File: config.mk
export PLATFORM = sky130hd
export DESIGN_NAME = spi_response_arbiter
export DESIGN_NICKNAME = d
export VERILOG_FILES = /design/src/rtl/spi_response_arbiter.sv
export SDC_FILE = /design/constraint.sdc
export NUM_CORES = 1
export LEC_CHECK = 0
export ABC_CLOCK_PERIOD_IN_PS = 2900
export CAP_MARGIN = 5
export CORE_ASPECT_RATIO = 0.8
export CORE_MARGIN = 4
export CORE_UTILIZATION = 50
export DETAILED_ROUTE_END_ITERATION = 10
export DONT_BUFFER_PORTS = 1
export PLACE_DENSITY_LB_ADDON = 0.2
export SKIP_LAST_GASP = 1
export SLEW_MARGIN = 20
export SYNTH_ARGS = -nofsm -noshare
export SYNTH_HDL_FRONTEND = slang
export SYNTH_SLANG_ARGS = --single-unit
File: constraint.sdc
create_clock -name clock_in -period 2.9 [get_ports clock_in]
set_clock_uncertainty 0.1 [all_clocks]
set_input_delay 0.58 -clock clock_in [delete_from_list [all_inputs] [get_ports clock_in]]
set_output_delay 0.58 -clock clock_in [all_outputs]
set_load 0.02 [all_outputs]
File: src/rtl/spi_response_arbiter.sv
// SPI response arbiter: serves an opcode from the lowest-indexed claiming
// responder, answers the status opcode internally, and returns a fixed idle
// byte if no responder claims the opcode within the timeout window.
module spi_response_arbiter #(
    parameter int unsigned NUM_RESPONDERS = 4,
    parameter int unsigned TIMEOUT_CYCLES = 64,
    parameter logic [7:0]  IDLE_RESPONSE  = 8'hFF,
    parameter logic [7:0]  STATUS_ADDRESS = 8'hDF
) (
    input  logic                          clock_in,
    input  logic                          reset_n_in,
    input  logic [7:0]                    opcode_in,
    input  logic                          opcode_valid_in,
    input  logic [NUM_RESPONDERS*8-1:0]   response_in,
    input  logic [NUM_RESPONDERS-1:0]     response_valid_in,
    output logic [7:0]                    response_out,
    output logic                          response_valid_out,
    output logic                          conflict_out,
    output logic                          timeout_out
);

    localparam int unsigned BYTE_W  = 8;
    localparam int unsigned CNT_W   = 8;
    localparam int unsigned WIN_W   = 3;
    localparam logic [CNT_W-1:0] TIMEOUT_LAST = CNT_W'(TIMEOUT_CYCLES - 1);
    localparam logic [CNT_W-1:0] CNT_MAX      = '1;

    typedef enum logic [1:0] {
        ST_IDLE = 2'd0,
        ST_WAIT = 2'd1,
        ST_HOLD = 2'd2
    } state_t;

    state_t              r_state;
    logic                r_valid_q;
    logic [CNT_W-1:0]    r_counter;
    logic [WIN_W-1:0]    r_last_winner;
    logic                r_conflict;
    logic                r_timeout;
    logic [BYTE_W-1:0]   r_response;
    logic                r_response_valid;

    state_t              w_state;
    logic                w_valid_q;
    logic [CNT_W-1:0]    w_counter;
    logic [WIN_W-1:0]    w_last_winner;
    logic                w_conflict;
    logic                w_timeout;
    logic [BYTE_W-1:0]   w_response;
    logic                w_response_valid;

    logic                w_start;
    logic                w_any;
    logic                w_multi;
    logic [WIN_W-1:0]    w_win_idx;
    logic [BYTE_W-1:0]   w_win_data;

    assign w_start = opcode_valid_in & ~r_valid_q;
    assign w_any   = |response_valid_in;
    // Clearing the lowest set bit leaves something only if two or more claim.
    assign w_multi = |(response_valid_in & (response_valid_in - NUM_RESPONDERS'(1)));

    // Priority encoder: descending scan so the lowest-indexed claimant wins.
    always_comb begin
        w_win_idx  = '0;
        w_win_data = '0;
        for (int i = int'(NUM_RESPONDERS) - 1; i >= 0; i--) begin
            if (response_valid_in[i]) begin
                w_win_idx  = WIN_W'(i);
                w_win_data = response_in[BYTE_W*i +: BYTE_W];
            end
        end
    end

    // Next-state and next-output logic for the IDLE/WAIT/HOLD sequencer.
    always_comb begin
        w_state          = r_state;
        w_valid_q        = opcode_valid_in;
        w_counter        = r_counter;
        w_last_winner    = r_last_winner;
        w_conflict       = r_conflict;
        w_timeout        = r_timeout;
        w_response       = r_response;
        w_response_valid = r_response_valid;

        case (r_state)
            ST_IDLE: begin
                w_response       = '0;
                w_response_valid = 1'b0;
                if (w_start) begin
                    if (opcode_in == STATUS_ADDRESS) begin
                        w_response       = {r_conflict, r_timeout, 3'b000, r_last_winner};
                        w_response_valid = 1'b1;
                        w_conflict       = 1'b0;
                        w_timeout        = 1'b0;
                        w_state          = ST_HOLD;
                    end else begin
                        w_counter = '0;
                        w_state   = ST_WAIT;
                    end
                end
            end
            ST_WAIT: begin
                if (!opcode_valid_in) begin
                    w_state = ST_IDLE;
                end else if (w_any) begin
                    w_response       = w_win_data;
                    w_response_valid = 1'b1;
                    w_last_winner    = w_win_idx;
                    if (w_multi) begin
                        w_conflict = 1'b1;
                    end
                    w_state = ST_HOLD;
                end else if (r_counter == TIMEOUT_LAST) begin
                    w_response       = IDLE_RESPONSE;
                    w_response_valid = 1'b1;
                    w_timeout        = 1'b1;
                    w_state          = ST_HOLD;
                end else if (r_counter != CNT_MAX) begin
                    w_counter = r_counter + CNT_W'(1);
                end
            end
            ST_HOLD: begin
                if (!opcode_valid_in) begin
                    w_response       = '0;
                    w_response_valid = 1'b0;
                    w_state          = ST_IDLE;
                end
            end
            default: begin
                w_response       = '0;
                w_response_valid = 1'b0;
                w_state          = ST_IDLE;
            end
        endcase
    end

    // State and output registers; valid_q resets high so a live transaction
    // at reset release is not mistaken for a fresh start.
    always_ff @(posedge clock_in or negedge reset_n_in) begin
        if (!reset_n_in) begin
            r_state          <= ST_IDLE;
            r_valid_q        <= 1'b1;
            r_counter        <= '0;
            r_last_winner    <= '0;
            r_conflict       <= 1'b0;
            r_timeout        <= 1'b0;
            r_response       <= '0;
            r_response_valid <= 1'b0;
        end else begin
            r_state          <= w_state;
            r_valid_q        <= w_valid_q;
            r_counter        <= w_counter;
            r_last_winner    <= w_last_winner;
            r_conflict       <= w_conflict;
            r_timeout        <= w_timeout;
            r_response       <= w_response;
            r_response_valid <= w_response_valid;
        end
    end

    assign response_out       = r_response;
    assign response_valid_out = r_response_valid;
    assign conflict_out       = r_conflict;
    assign timeout_out        = r_timeout;

endmodule

Word-level counts from Yosys, hierarchy flattened
Cells that the tools add are included.

storage, ports and cells
  flip-flop bits (word level) = 25
  bits of input ports = 47
  output and inout bits = 11
  word-level logic and storage cells = 86

cells by class
  add/subtract/negate cells = 2
  equal/unequal tests = 18
  multiplexer cells = 45
  bitwise operators = 3
  reductions and logical operators = 10

operator list
  operator                                                             count
  8-bit two-way mux                                                    16
  8-bit one-hot mux with 3 select lines                                1
  2-bit inequality test (second input constant)                        11
  2-bit two-way mux                                                    8
  8-bit one-hot mux with 2 select lines                                1
  1-bit two-way mux                                                    13
  6-bit AND reduction                                                  2
  3-bit AND reduction                                                  3
  8-bit by 1-bit adder with 8-bit output (second input constant)       1
  8-bit by 6-bit == test with 1-bit output (second input constant)     1
  8-bit == test (second input constant)                                1
  8-bit inequality test (second input constant)                        1
  4-bit OR reduction                                                   2
  7-bit AND reduction                                                  1
  3-bit two-way mux                                                    2
  2-bit one-hot mux with 3 select lines                                1
  4-bit AND                                                            1
  4-bit inequality test (second input constant)                        1
  1-bit one-hot mux with 2 select lines                                2
  4-bit by 1-bit subtractor with 4-bit output (second input constant)  1
  3-bit inequality test (second input constant)                        1
  1-bit one-hot mux with 3 select lines                                1
  2-bit by 1-bit == test with 1-bit output (second input constant)     1
  2-bit == test (second input constant)                                1
  other kinds (4)                                                      4

Longest topological paths before layout
  depth after elaboration = 7
  depth in mapped cells = 8
  depth with buffers taken out = 6

Least setup slack after synthesis
OpenSTA, ideal clock, no wires.

  path type = input port to flip-flop
  start point = in response_valid_in[0]
  end point = reg r_counter[7]
  setup time = 0.077 ns
  arrival time = 2.450 ns
  required time = 2.723 ns
  slack = 0.273 ns
  stages on the path = 7
  buffers on the path = 2
  path through = buf_6 > nor4_4 > a21oi_4 > or3_1 > clkbuf_2 > or4_1 > a21oi_1

on the way
  longest elaborated chain between the ends = 3

RTL lines
  element                          line  RTL
  start: declaration               15    input logic [NUM_RESPONDERS-1:0] response_valid_in,
  4-bit OR reduction               59    assign w_any = |response_valid_in;
  2-bit inequality test (no line)  n/a
  7-bit AND reduction (no line)    n/a
  end signal: assignment           153   r_counter <= w_counter;
  end: declaration                 36    logic [CNT_W-1:0] r_counter;

Every way passes these cells.
A chain may end at the register's enable or synchronous reset.

Worst setup path after layout
  start point = reg r_state[0]
  end point = reg r_counter[7]

on the way
  longest elaborated chain between the ends = 3
  elaborated cells on any way between the ends = 11
  classes of those cells = 7 x eq/ne; 1 x mux; 3 x reduce/logical

RTL lines
  element                                                                      line  RTL
  start: declaration                                                           34    state_t r_state;
  start signal: assignment                                                     151   r_state <= w_state;
  2-bit by 1-bit == test with 1-bit output or 2-bit zero test (tied branches)  86    case (r_state)
  2-bit inequality test (no line) or 2-bit nonzero test (tied branches)        n/a
  7-bit AND reduction (no line)                                                n/a

Parallel ways exist; a longest one is shown, timed or not.

==> results.md <==
* Grt total ovfl at 0
* Vias in the first global route at 1253
* PwrDens at 490.3 nW/µm²
* Die ar. at 4044 µm²
* Routed WL at 3.786 mm
* Yosys cell types at 46
* Starting Density at 54.13%
* Synth area leaders: dfrtp_1, a221oi_1, nand2_1
* RePlAce Congestion at 0.8342
* Final core utilization at 57.46%
* Mapped Area at roughly 1500 µm²
* Antenna viol nets, final at 0
* Via density at about 6.5
* Measured slew at the worst slew-check pin at 0.7401 ns
* Worst rel slew slack at 50.20%
* Post-CTS resize count at 0
* Worst-case reg-to-reg path depth at 5
* Top cell type's share of synthesized area at 37.31%
* Fin. Hold Viols at 0
* Number of I/O pins at 58
* EDFF count, synth at 0
* Critical Path RT at 3.00 ns
* Chip width at 70.11 µm
* Max_cap viols at 0
* Setup TNS at 0 ns
* P_leak at 0.0006232 µW
* Htree depth at 1
* Ys Warns at 0
* Final setup vio count at 0
* Sequential area share after synthesis at about two fifths
* Syn avg cell area at 8.766 µm²
* Post-Synthesis Cells at 176
* R2R Setup Slk at approximately 0.45 ns
* Period utilization at 84.61%
* Tmin final at 2.454 ns
* Clk_lat worst skew at between 0.2 and 0.3 ns
* RSZ-0062 raised after global routing: false
* Cell Rows at 17
* Die height at slightly below 60 µm
* Largest net degree at the start of global routing at 24
* DRT Pass-1 Iters at 4
* Clock transition at path regs at 0.08 ns
* DRC Markers at 0
* Cell accounting for the most synthesized area: dfrtp_1
* CTS tree: done
* Crit path kind: flop to flop
* Synth-to-Final Area Change at 6.164%
* FF+latch count, synth at 24
* Core Box Area at 2850 µm²
* Global-route wire length before repair at 6.065 mm
* Asr flop ratio synth at 100.0%
* Worst-path fanout max at 15
* Clock Sinks at 24
* Vias at 1355
* Critical Path Sink: r_counter[7]
* Worst vdd ir at 0.3773 mV
* Worst setup startpoint: r_state[0]
* Fmax at between 400 and 500 MHz
* Root Driver: clkbuf_8
* Pre-CTS setup slack at approximately 0.47 ns
* Postcts setup bufs at 0
* Slew Limit Fails at 0
* HPWL after DPL at 2.930 mm
* CP Launch Type: flop
* Wirelength per Cell at 18.03 µm
* CP endpoint kind: flop
* Worst r2r dst: r_counter[7]
* Antenna cells at 0
* RR Startpoint: r_state[0]
* Top FF cell, synth: dfrtp_1
* # nets final at 221
* Hold-fix buffers, CTS at 1
* Gr usage total at 18.73%
* Layout cells sized above 1 at under 10%
* Post-Syn Nets at 224
* TritonCTS buffer count at 3
* Clock buffer depth at 2
* Post-synth top cells: dfrtp_1, nand2_1, nor2_1
* Crit path arrival time at between 2 and 3 ns
* Top-count cell post-synth: dfrtp_1
* Final worst slack at 0.4463 ns
* Initial antenna violation count at 0
* Buffers on Ports at 0
* Status: completed
* Hold crit path type: primary input to asynchronous set/reset pin
* Iter 0 DRT Violations at 55
cells by family (layout without fill, tap and decap cells):
| kind of cell | count (synthesis) | after routing | synth area share, % |
|---|---|---|---|
| and+or+nand+nor | 72 | 72 | 25.63 |
| AOI/OAI and AO/OA | 59 | 59 | 27.74 |
| DFF | 24 | 24 | 39.01 |
| buffers and inverters | 16 | 12 | 4.541 |
| xor gates and xnor gates | 4 | 4 | 2.271 |
| adders and majority gates | 1 | 1 | 0.8109 |
stage by stage:
step | total power, µW | instance area (µm²) | hold WS (ns) | cells
after floorplan | 496.1 | 1543 | 0.1844 | 176
after global placement | 512.1 | 1562 | 0.1850 | 205
after detailed placement | 515.8 | 1562 | 0.1850 | 205
after CTS | 812.2 | 1643 | 0.03902 | 210
after global routing | 845.3 | 1638 | 0.02696 | 210
final | 803.1 | 1638 | 0.05046 | 210
report_power, final:
group	internal (µW)	total (µW)	switching, µW
clock network	184	287	103
registers	361	408	47.6
logic	50.0	108	57.7
cell type report:
cell class	count	area [µm²]
inverter	3	11.26
fill	270	1212
tap	38	47.55
timing repair buffer	5	35.03
multi-input combinational	136	870.8
clock buffer	3	41.29
sequential	24	601.8
clock inverter	1	30.03
critical path: stages (launching register included):
cell,delay (ns)
dfrtp_1,0.63
and3b_1,0.39
a21oi_4,0.13
or3_1,0.47
or4_1,0.52
a21oi_1,0.15
state kept, by name (all words and copies together) (netlist names):
signal / flops
conflict_out: 1
r_state: 2
r_valid_q: 1
response_out: 8
response_valid_out: 1
r_last_winner: 2
timeout_out: 1
r_counter: 8
routing by layer:
| metal | part of all wire, % | routed length, µm | track usage [%] | vias to the layer above |
|---|---|---|---|---|
| met5 | 0 | 0 | 0 | - |
| met4 | 0.53 | 20 | 4.098 | 0 |
| met3 | 7.0 | 265 | 6.066 | 2 |
| met2 | 48 | 1812 | 28.67 | 37 |
| met1 | 45 | 1688 | 26.08 | 661 |
| li1 | - | - | - | 655 |
cell usage in the layout (no fill, tap or decap), types with 2 or more instances in the layout:
cell type / Yosys / final
dfrtp_1: 23 / 23
nand2_1: 17 / 17
nor2_1: 12 / 12
o21ai_0: 10 / 10
a21oi_1: 10 / 10
nor2b_1: 9 / 9
a221oi_1: 8 / 8
nand3_1: 6 / 6
o31ai_1: 5 / 5
nor3_1: 5 / 5
nor4_1: 5 / 5
nand2b_1: 4 / 4
a211oi_1: 4 / 4
buf_4: 0 / 4
o41ai_1: 3 / 3
inv_1: 3 / 3
o32ai_1: 3 / 3
a31oi_1: 3 / 3
xnor2_1: 3 / 3
clkbuf_8: 0 / 3
nand4_1: 2 / 2
a22o_1: 2 / 2
and2_1: 2 / 2
o21bai_1: 2 / 2
or3_1: 2 / 2
a21o_1: 2 / 2
how the worst min path moves through the flow:
| stage | from | end | cells past startpoint |
|---|---|---|---|
| 2_1_floorplan | reset_n_in | conflict_out | 0 |
| 3_3_place_gp | reset_n_in | response_out[4] | 0 |
| 3_5_place_dp | reset_n_in | response_out[4] | 0 |
| 4_1_cts | reset_n_in | r_valid_q | 0 |
| 5_1_grt | reset_n_in | r_valid_q | 0 |
| 6_report | reset_n_in | r_valid_q | 0 |
Power figures use the tool's default switching activity.
